==> src/rtl/note_seq_pkg.sv <==
// Shared definitions for the note sequencer: state encoding, base tone table
// and the key portion of a stored entry {dur, octave, note}.
package note_seq_pkg;

    typedef enum logic [1:0] {
        ST_IDLE   = 2'd0,
        ST_RECORD = 2'd1,
        ST_PLAY   = 2'd2
    } seq_state_t;

    localparam logic [3:0] REST_NOTE = 4'd12;
    localparam int         BASE_W    = 9;

    // Index 0 = C ... index 11 = B, in Hz at octave shift 0
    localparam logic [11:0][BASE_W-1:0] BASE_FREQ = {
        9'd494, 9'd466, 9'd440, 9'd415, 9'd392, 9'd370,
        9'd349, 9'd330, 9'd311, 9'd294, 9'd277, 9'd262
    };

    typedef struct packed {
        logic [1:0] octave;
        logic [3:0] note;
    } note_key_t;

    localparam int KEY_W = $bits(note_key_t);

endpackage

==> src/rtl/note_sequencer_if.sv <==
// Control/status bundle between the keyboard decoder side and note_sequencer.
interface note_sequencer_if #(
    parameter int DEPTH  = 16,
    parameter int FREQ_W = 32
);
    localparam int CNT_W = $clog2(DEPTH + 1);
    localparam int IDX_W = $clog2(DEPTH);

    logic              note_valid;
    logic [3:0]        note;
    logic [1:0]        octave;
    logic              rec_en;
    logic              play_start;
    logic              play_stop;
    logic              loop_en;
    logic              clear;
    logic [FREQ_W-1:0] freq_out;
    logic [CNT_W-1:0]  count;
    logic [IDX_W-1:0]  play_idx;
    logic              recording;
    logic              playing;
    logic              full;

    modport master (
        output note_valid, note, octave, rec_en, play_start, play_stop, loop_en, clear,
        input  freq_out, count, play_idx, recording, playing, full
    );

    modport slave (
        input  note_valid, note, octave, rec_en, play_start, play_stop, loop_en, clear,
        output freq_out, count, play_idx, recording, playing, full
    );
endinterface

==> src/rtl/note_freq_lut.sv <==
// Combinational note/octave to tone frequency; rest notes map to silence.
module note_freq_lut
    import note_seq_pkg::*;
#(
    parameter int FREQ_W = 32
) (
    input  note_key_t         key,
    output logic [FREQ_W-1:0] freq
);

    // Octave shift doubles the base frequency per step
    always_comb begin
        if (key.note >= REST_NOTE) begin
            freq = '0;
        end else begin
            freq = FREQ_W'(BASE_FREQ[key.note]) << key.octave;
        end
    end

endmodule

==> src/rtl/note_sequencer.sv <==
// Record/playback note sequencer: captures keyboard notes with tick-resolution
// durations into a small memory and replays them once or looped.
module note_sequencer
    import note_seq_pkg::*;
#(
    parameter int DEPTH    = 16,
    parameter int DUR_W    = 8,
    parameter int TICK_DIV = 500000,
    parameter int FREQ_W   = 32
) (
    input logic             CLOCK_50,
    input logic             reset,
    note_sequencer_if.slave bus
);
    localparam int CNT_W   = $clog2(DEPTH + 1);
    localparam int IDX_W   = $clog2(DEPTH);
    localparam int PRESC_W = $clog2(TICK_DIV);
    localparam int ENTRY_W = DUR_W + KEY_W;

    seq_state_t         state_r, state_next_s;
    logic [CNT_W-1:0]   count_r, count_next_s;
    logic [IDX_W-1:0]   idx_r, idx_next_s;
    logic [FREQ_W-1:0]  freq_r, freq_next_s;
    logic [PRESC_W-1:0] presc_r, presc_next_s;
    logic [DUR_W-1:0]   dur_cnt_r, dur_cnt_next_s;
    logic               pend_valid_r, pend_valid_next_s;
    note_key_t          pend_key_r, pend_key_next_s;
    logic [DUR_W-1:0]   pend_dur_r, pend_dur_next_s;
    logic               recording_r, playing_r, full_r;
    logic [ENTRY_W-1:0] mem_r [DEPTH];

    logic               tick_s, last_s, no_room_s, wr_en_s;
    logic [IDX_W-1:0]   rd_addr_s;
    logic [ENTRY_W-1:0] rd_entry_s;
    logic [DUR_W-1:0]   rd_dur_s, commit_dur_s;
    note_key_t          rd_key_s, in_key_s, lut_key_s;
    logic [FREQ_W-1:0]  lut_freq_s;

    assign tick_s       = (presc_r == PRESC_W'(TICK_DIV - 1));
    assign last_s       = ((CNT_W'(idx_r) + CNT_W'(1)) == count_r);
    // Accepting another note while one is pending must leave room for both
    assign no_room_s    = pend_valid_r && (count_r >= CNT_W'(DEPTH - 1));
    assign commit_dur_s = (pend_dur_r == '0) ? DUR_W'(1) : pend_dur_r;
    assign rd_entry_s   = mem_r[rd_addr_s];
    assign rd_dur_s     = rd_entry_s[ENTRY_W-1:KEY_W];
    assign rd_key_s     = note_key_t'(rd_entry_s[KEY_W-1:0]);
    assign in_key_s     = '{octave: bus.octave, note: bus.note};

    // Read address tracks the entry that would be loaded on the next advance
    always_comb begin
        if ((state_r == ST_PLAY) && !last_s) begin
            rd_addr_s = idx_r + IDX_W'(1);
        end else begin
            rd_addr_s = '0;
        end
    end

    // Recording looks up the live key, otherwise the entry being loaded
    always_comb begin
        if (state_r == ST_RECORD) begin
            lut_key_s = in_key_s;
        end else begin
            lut_key_s = rd_key_s;
        end
    end

    note_freq_lut #(.FREQ_W(FREQ_W)) u_lut (
        .key  (lut_key_s),
        .freq (lut_freq_s)
    );

    // Next-state, datapath and memory-write decisions for the three modes
    always_comb begin
        state_next_s      = state_r;
        count_next_s      = count_r;
        idx_next_s        = idx_r;
        freq_next_s       = freq_r;
        dur_cnt_next_s    = dur_cnt_r;
        pend_valid_next_s = pend_valid_r;
        pend_key_next_s   = pend_key_r;
        pend_dur_next_s   = pend_dur_r;
        presc_next_s      = tick_s ? '0 : presc_r + PRESC_W'(1);
        wr_en_s           = 1'b0;
        case (state_r)
            ST_IDLE: begin
                freq_next_s = '0;
                idx_next_s  = '0;
                if (bus.play_stop) begin
                    state_next_s = ST_IDLE;
                end else if (bus.clear) begin
                    count_next_s = '0;
                end else if (bus.play_start) begin
                    if (count_r != '0) begin
                        state_next_s   = ST_PLAY;
                        dur_cnt_next_s = rd_dur_s;
                        freq_next_s    = lut_freq_s;
                        presc_next_s   = '0;
                    end else begin
                        state_next_s = ST_IDLE;
                    end
                end else if (bus.rec_en) begin
                    state_next_s      = ST_RECORD;
                    count_next_s      = '0;
                    pend_valid_next_s = 1'b0;
                    presc_next_s      = '0;
                end else begin
                    state_next_s = ST_IDLE;
                end
            end
            ST_RECORD: begin
                if (!bus.rec_en) begin
                    if (pend_valid_r && (count_r < CNT_W'(DEPTH))) begin
                        wr_en_s      = 1'b1;
                        count_next_s = count_r + CNT_W'(1);
                    end else begin
                        wr_en_s = 1'b0;
                    end
                    pend_valid_next_s = 1'b0;
                    freq_next_s       = '0;
                    state_next_s      = ST_IDLE;
                end else if (bus.note_valid && !no_room_s) begin
                    if (pend_valid_r) begin
                        wr_en_s      = 1'b1;
                        count_next_s = count_r + CNT_W'(1);
                    end else begin
                        wr_en_s = 1'b0;
                    end
                    pend_valid_next_s = 1'b1;
                    pend_key_next_s   = in_key_s;
                    pend_dur_next_s   = '0;
                    freq_next_s       = lut_freq_s;
                    presc_next_s      = '0;
                end else if (tick_s && pend_valid_r && (pend_dur_r != '1)) begin
                    pend_dur_next_s = pend_dur_r + DUR_W'(1);
                end else begin
                    pend_dur_next_s = pend_dur_r;
                end
            end
            ST_PLAY: begin
                if (bus.play_stop) begin
                    state_next_s = ST_IDLE;
                    freq_next_s  = '0;
                    idx_next_s   = '0;
                end else if (tick_s) begin
                    if (dur_cnt_r != DUR_W'(1)) begin
                        dur_cnt_next_s = dur_cnt_r - DUR_W'(1);
                    end else if (!last_s || bus.loop_en) begin
                        idx_next_s     = rd_addr_s;
                        dur_cnt_next_s = rd_dur_s;
                        freq_next_s    = lut_freq_s;
                    end else begin
                        state_next_s = ST_IDLE;
                        freq_next_s  = '0;
                        idx_next_s   = '0;
                    end
                end else begin
                    dur_cnt_next_s = dur_cnt_r;
                end
            end
            default: begin
                state_next_s = ST_IDLE;
                freq_next_s  = '0;
                idx_next_s   = '0;
            end
        endcase
    end

    // State and datapath registers; status flags are registered from next values
    always_ff @(posedge CLOCK_50) begin
        if (reset) begin
            state_r      <= ST_IDLE;
            count_r      <= '0;
            idx_r        <= '0;
            freq_r       <= '0;
            presc_r      <= '0;
            dur_cnt_r    <= '0;
            pend_valid_r <= 1'b0;
            pend_key_r   <= '0;
            pend_dur_r   <= '0;
            recording_r  <= 1'b0;
            playing_r    <= 1'b0;
            full_r       <= 1'b0;
        end else begin
            state_r      <= state_next_s;
            count_r      <= count_next_s;
            idx_r        <= idx_next_s;
            freq_r       <= freq_next_s;
            presc_r      <= presc_next_s;
            dur_cnt_r    <= dur_cnt_next_s;
            pend_valid_r <= pend_valid_next_s;
            pend_key_r   <= pend_key_next_s;
            pend_dur_r   <= pend_dur_next_s;
            recording_r  <= (state_next_s == ST_RECORD);
            playing_r    <= (state_next_s == ST_PLAY);
            full_r       <= (count_next_s == CNT_W'(DEPTH));
        end
    end

    // Entry memory: committed notes land at the current count
    always_ff @(posedge CLOCK_50) begin
        if (wr_en_s) begin
            mem_r[count_r[IDX_W-1:0]] <= {commit_dur_s, pend_key_r};
        end
    end

    assign bus.freq_out  = freq_r;
    assign bus.count     = count_r;
    assign bus.play_idx  = idx_r;
    assign bus.recording = recording_r;
    assign bus.playing   = playing_r;
    assign bus.full      = full_r;

endmodule

==> src/flat_wrapper.sv <==
// flat-port wrapper written by rule: the top's interface ports become plain ports
module note_sequencer_flat import note_seq_pkg::*;
#(
    parameter int DEPTH    = 16,
    parameter int DUR_W    = 8,
    parameter int TICK_DIV = 500000,
    parameter int FREQ_W   = 32
)
  (CLOCK_50, reset, bus_note_valid, bus_note, bus_octave, bus_rec_en, bus_play_start, bus_play_stop, bus_loop_en, bus_clear, bus_freq_out, bus_count, bus_play_idx, bus_recording, bus_playing, bus_full);
  note_sequencer_if #(.DEPTH(DEPTH), .FREQ_W(FREQ_W)) bus_i ();
  input logic CLOCK_50;
  input logic reset;
  input wire logic [$bits(bus_i.note_valid)-1:0] bus_note_valid;
  input wire logic [$bits(bus_i.note)-1:0] bus_note;
  input wire logic [$bits(bus_i.octave)-1:0] bus_octave;
  input wire logic [$bits(bus_i.rec_en)-1:0] bus_rec_en;
  input wire logic [$bits(bus_i.play_start)-1:0] bus_play_start;
  input wire logic [$bits(bus_i.play_stop)-1:0] bus_play_stop;
  input wire logic [$bits(bus_i.loop_en)-1:0] bus_loop_en;
  input wire logic [$bits(bus_i.clear)-1:0] bus_clear;
  output wire logic [$bits(bus_i.freq_out)-1:0] bus_freq_out;
  output wire logic [$bits(bus_i.count)-1:0] bus_count;
  output wire logic [$bits(bus_i.play_idx)-1:0] bus_play_idx;
  output wire logic [$bits(bus_i.recording)-1:0] bus_recording;
  output wire logic [$bits(bus_i.playing)-1:0] bus_playing;
  output wire logic [$bits(bus_i.full)-1:0] bus_full;
  assign bus_i.note_valid = bus_note_valid;
  assign bus_i.note = bus_note;
  assign bus_i.octave = bus_octave;
  assign bus_i.rec_en = bus_rec_en;
  assign bus_i.play_start = bus_play_start;
  assign bus_i.play_stop = bus_play_stop;
  assign bus_i.loop_en = bus_loop_en;
  assign bus_i.clear = bus_clear;
  assign bus_freq_out = bus_i.freq_out;
  assign bus_count = bus_i.count;
  assign bus_play_idx = bus_i.play_idx;
  assign bus_recording = bus_i.recording;
  assign bus_playing = bus_i.playing;
  assign bus_full = bus_i.full;
  note_sequencer #(.DEPTH(DEPTH), .DUR_W(DUR_W), .TICK_DIV(TICK_DIV), .FREQ_W(FREQ_W)) u_core (.CLOCK_50(CLOCK_50), .reset(reset), .bus(bus_i));
endmodule
==> config.mk <==
export PLATFORM = sky130hd
export DESIGN_NAME = note_sequencer_flat
export DESIGN_NICKNAME = d
export VERILOG_FILES = /design/src/rtl/note_seq_pkg.sv /design/src/rtl/note_sequencer_if.sv /design/src/rtl/note_freq_lut.sv /design/src/rtl/note_sequencer.sv /design/src/flat_wrapper.sv
export SDC_FILE = /design/constraint.sdc
export NUM_CORES = 1
export LEC_CHECK = 0
export CORE_MARGIN = 2
export CORE_UTILIZATION = 54
export DETAILED_ROUTE_END_ITERATION = 16
export GPL_TIMING_DRIVEN = 0
export PLACE_DENSITY = 0.76
export SYNTH_ARGS = -nofsm -noshare
export SYNTH_HDL_FRONTEND = slang
export SYNTH_SLANG_ARGS = --single-unit
==> constraint.sdc <==
create_clock -name CLOCK_50 -period 7.2 [get_ports CLOCK_50]
set_input_delay 1.08 -clock CLOCK_50 [delete_from_list [all_inputs] [get_ports CLOCK_50]]
set_output_delay 1.08 -clock CLOCK_50 [all_outputs]
set_load 0.02 [all_outputs]
==> impl_summary.log <==
INFO  metric detail_route.first_pass.iterations = 7
INFO  metric critical_path_class = reg -> reg
INFO  metric holdBufCountCts = 0
INFO  metric synthToLayoutAreaGrowth = 16.12%
INFO  metric cts_num_sinks = 292
INFO  metric clkSlewWorstSetupHoldPaths = 0.06 ns
INFO  metric max_slew.worst_pin.slew = 1.371 ns
INFO  metric grt_remaining_overflow = 0
INFO  metric final_nets = 1219
INFO  metric ys_top_cells_by_area = edfxtp_1 (50%), dfxtp_1 (10%), nand2_1 (3.5%)
INFO  metric placeableCoreArea = 0.02432 mm2
INFO  metric first_global_vias = 9185
INFO  metric floorplan.initialDensity = 0.5494
INFO  metric register_area = 0.008088 mm2
INFO  metric cell_total_after_placement = 1479
INFO  metric synthesis.area_per_instance = 12.29 um2
INFO  metric first_pass_grt_wire_length = 52.65 mm
INFO  metric detail_route.wirelength = 34.53 mm
INFO  metric power.static_leakage = 5.351 nW
INFO  metric post_synth_instance_area = 0.01336 mm2
INFO  metric outcome = finished, final reports clean
INFO  metric finalWeightedCongestion = 0.9351
INFO  metric fin_worst_skew = 0.01679 ns
INFO  metric timing_max_transition_violations_final = 0
INFO  metric routed_via_density = 6.265
INFO  metric antennaDiodeCount = 0
INFO  metric grt_start_max_net_pins = 18
INFO  metric fin_setup_tns = 0 ns
INFO  metric detailed_place_hpwl = 23.13 mm
INFO  metric final_antenna_net_count = 0
INFO  metric yosys.area.top_type = edfxtp_1
INFO  metric ioPinCount = 58
INFO  metric tritoncts = built
INFO  metric ranking_of_synthesized_cells_by_instance_count = edfxtp_1 (224), nand2_1 (125), nor2_1 (103)
INFO  metric grt_setup_unrepaired = false
INFO  metric std_cell_rows = 57
INFO  metric drv.max_cap_violation_count = 0
INFO  metric vdd.ir_drop.worst = 163.1 uV
INFO  metric number_of_enable_type_register_cells_in_the_synthesized_netlist = 224
INFO  metric nFillCells = 1763
INFO  metric synth.yosys.warnings = 0
INFO  metric slew-limit-headroom = 0.08592
INFO  metric finish.cell_count_without_fillers = 1535
INFO  metric detail_route.wl_per_cell = 22.50 um
INFO  metric postSynth.asyncResetShare = 0
INFO  metric min_period_over_period = 0.5823
INFO  metric clockRootBuffer = clkbuf_16
INFO  metric arrival_worst_endpoint = 4.64 ns
INFO  metric fmax = 238.5 MHz
INFO  metric multiInputGateArea = 0.004847 mm2
INFO  metric die_area = 0.02602 mm2
INFO  metric power_density = 227.8 mW/mm2
INFO  metric synth_sequential_area_ratio = 0.6054
INFO  metric grt_util_all_layers = 0.2641
INFO  metric tritoncts.num_buffers = 30
INFO  metric synthDistinctLibCells = 101
INFO  metric number_of_synthesized_register_bits = 292
INFO  metric drt-initial-drc-count = 1164
INFO  metric endpoint_type_of_the_worst_setup_path = flop
INFO  metric h-tree-depth = 1
INFO  metric worst-path-max-fanout = 10
INFO  metric type_of_the_worst_min_delay_path = reg -> reg
INFO  metric cts_resized = 0
INFO  metric worstSkewPairLatency = 0.56 ns
INFO  metric route.vias.total = 9617
INFO  metric post_syn_instances = 1087
INFO  metric dieHeight = 161.3 um
INFO  metric remaining_drc_errors = 0
INFO  metric finalWorstPathRequiredPeriod = 4.193 ns
INFO  metric worst-endpoint-required = 7.65 ns
INFO  metric timing.final.hold_violations = 0
INFO  metric cts_buffer_depth = 3
INFO  metric postCtsSetupBuffers = 0
INFO  metric drive_above_1_share = 0.1519
INFO  metric port_buffers = 36
INFO  metric finalSetupViolations = 0
INFO  metric floorplan.die.width = 161.3 um
INFO  metric yosysTopAreaCellShare = 0.5035
INFO  metric post-synth-top-count-cell = edfxtp_1
INFO  metric setup.worst_path.start_class = flop
INFO  metric antenna_found_initial = 0
INFO  metric synthFlopType = edfxtp_1
-- through the flow --
| step | util | area, um2 | setup slack [ns] | hold slack (ns) | power [mW] |
|---|---|---|---|---|---|
| after detailed placement | 0.5933 | 14430 | 3.082 | 0.4483 | 1.891 |
| after global routing | 0.6379 | 15510 | 2.872 | 0.5028 | 3.617 |
| final | 0.6379 | 15510 | 3.007 | 0.4534 | 3.533 |
| after CTS | 0.6379 | 15510 | 3.099 | 0.4574 | 3.544 |
| after global placement | 0.5838 | 14200 | 2.038 | 0.4423 | 1.891 |
| after floorplan | - | 13430 | 3.671 | 0.4302 | 1.872 |
-- placed cells by master, fill, tap and decap left out, types with 8 or more instances in the layout --
cell / Yosys / routed
xor2_1: 17 / 17
and2_1: 8 / 8
clkdlybuf4s50_1: 0 / 36
clkbuf_1: 25 / 32
nor2_2: 2 / 13
buf_4: 25 / 26
a311oi_1: 15 / 15
nor3_1: 16 / 12
mux4_2: 17 / 17
a21o_1: 8 / 8
xnor2_1: 9 / 9
buf_2: 21 / 21
dfxtp_1: 68 / 68
a31oi_1: 15 / 15
a21oi_1: 34 / 34
inv_1: 18 / 18
mux2i_1: 36 / 36
o211ai_1: 13 / 13
conb_1: 1 / 20
clkbuf_16: 0 / 31
ha_1: 18 / 18
o21ai_0: 34 / 34
o21ai_1: 9 / 9
nor2_1: 103 / 92
nand2_1: 125 / 125
and3_1: 19 / 19
nand2b_1: 9 / 9
nor2b_1: 11 / 11
nand3_1: 30 / 30
buf_8: 0 / 11
edfxtp_1: 224 / 224
-- final timing paths --
| kind | from | to | slack (ns) | cells after the start |
|---|---|---|---|---|
| max | u_core.bus.play_idx[0]$_SDFFE_PP0P_ | u_core.bus.freq_out[4]$_SDFFE_PP0P_ | 3.01 | 15 |
| min | u_core.bus.freq_out[0]$_SDFFE_PP0P_ | u_core.bus.freq_out[0]$_SDFFE_PP0P_ | 0.45 | 2 |
| max reg2reg | u_core.bus.play_idx[0]$_SDFFE_PP0P_ | u_core.bus.freq_out[4]$_SDFFE_PP0P_ | 3.01 | 15 |
| min reg2reg | u_core.bus.freq_out[0]$_SDFFE_PP0P_ | u_core.bus.freq_out[0]$_SDFFE_PP0P_ | 0.45 | 2 |
-- layout make-up --
class	instances	area share
plain buffers	80	0.03000
clock buffers	45	0.05791
clock inverters	11	0.01202
inverters	21	0.005081
multi-input cells	713	0.3124
flip-flops and latches	292	0.5213
well taps	324	0.02613
repair buffers	49	0.03508
-- cells by family after synthesis --
kind of cell	synth area share
other	0.0002807
AND/OR/NAND/NOR	0.1316
adder cells (fa/ha/maj)	0.01686
AO/OA/AOI/OAI	0.1258
flip-flops	0.6054
XOR/XNOR	0.02210
multiplexers	0.05731
buffers and inverters	0.04074
-- worst max-delay path, stage by stage (launching register included) --
cell and delay (ns):
dfxtp_1 0.51, ha_1 0.23, buf_6 0.14, xor2_4 0.43, buf_6 0.23, buf_2 0.31
nor3_1 0.09, nor3_1 0.16, a2bb2oi_1 0.29, o311a_1 0.41, inv_1 0.14, ha_1 0.23
or2_1 0.25, a22o_1 0.22, and2_1 0.16, a211o_1 0.26
-- flip-flops by register name, indices dropped and copies added, names as in the netlist --
| signal | flops |
|---|---|
| u_core.bus.count | 5 |
| u_core.bus.freq_out | 12 |
| u_core.bus.full | 1 |
| u_core.bus.play_idx | 4 |
| u_core.bus.playing | 1 |
| u_core.bus.recording | 1 |
| u_core.dur_cnt_r | 8 |
| u_core.mem_r | 224 |
| u_core.pend_dur_r | 8 |
| u_core.pend_key_r | 6 |
| u_core.pend_valid_r | 1 |
| u_core.presc_r | 19 |
| u_core.state_r | 2 |
-- per-layer routing --
layer,track usage,up-vias,share of wire
met2,0.4337,584,0.48
met3,0.04956,101,0.10
met1,0.3521,4692,0.39
met5,0,-,0
li1,-,4240,-
met4,0.1019,0,0.037
-- power by group --
group / switching [mW] / leakage (nW) / internal, mW
sequential: 0.00261 / 2.56 / 1.79
clock: 0.639 / 0.521 / 1.04
combinational: 0.0393 / 2.27 / 0.0243
(Power assumes the default switching activity.)
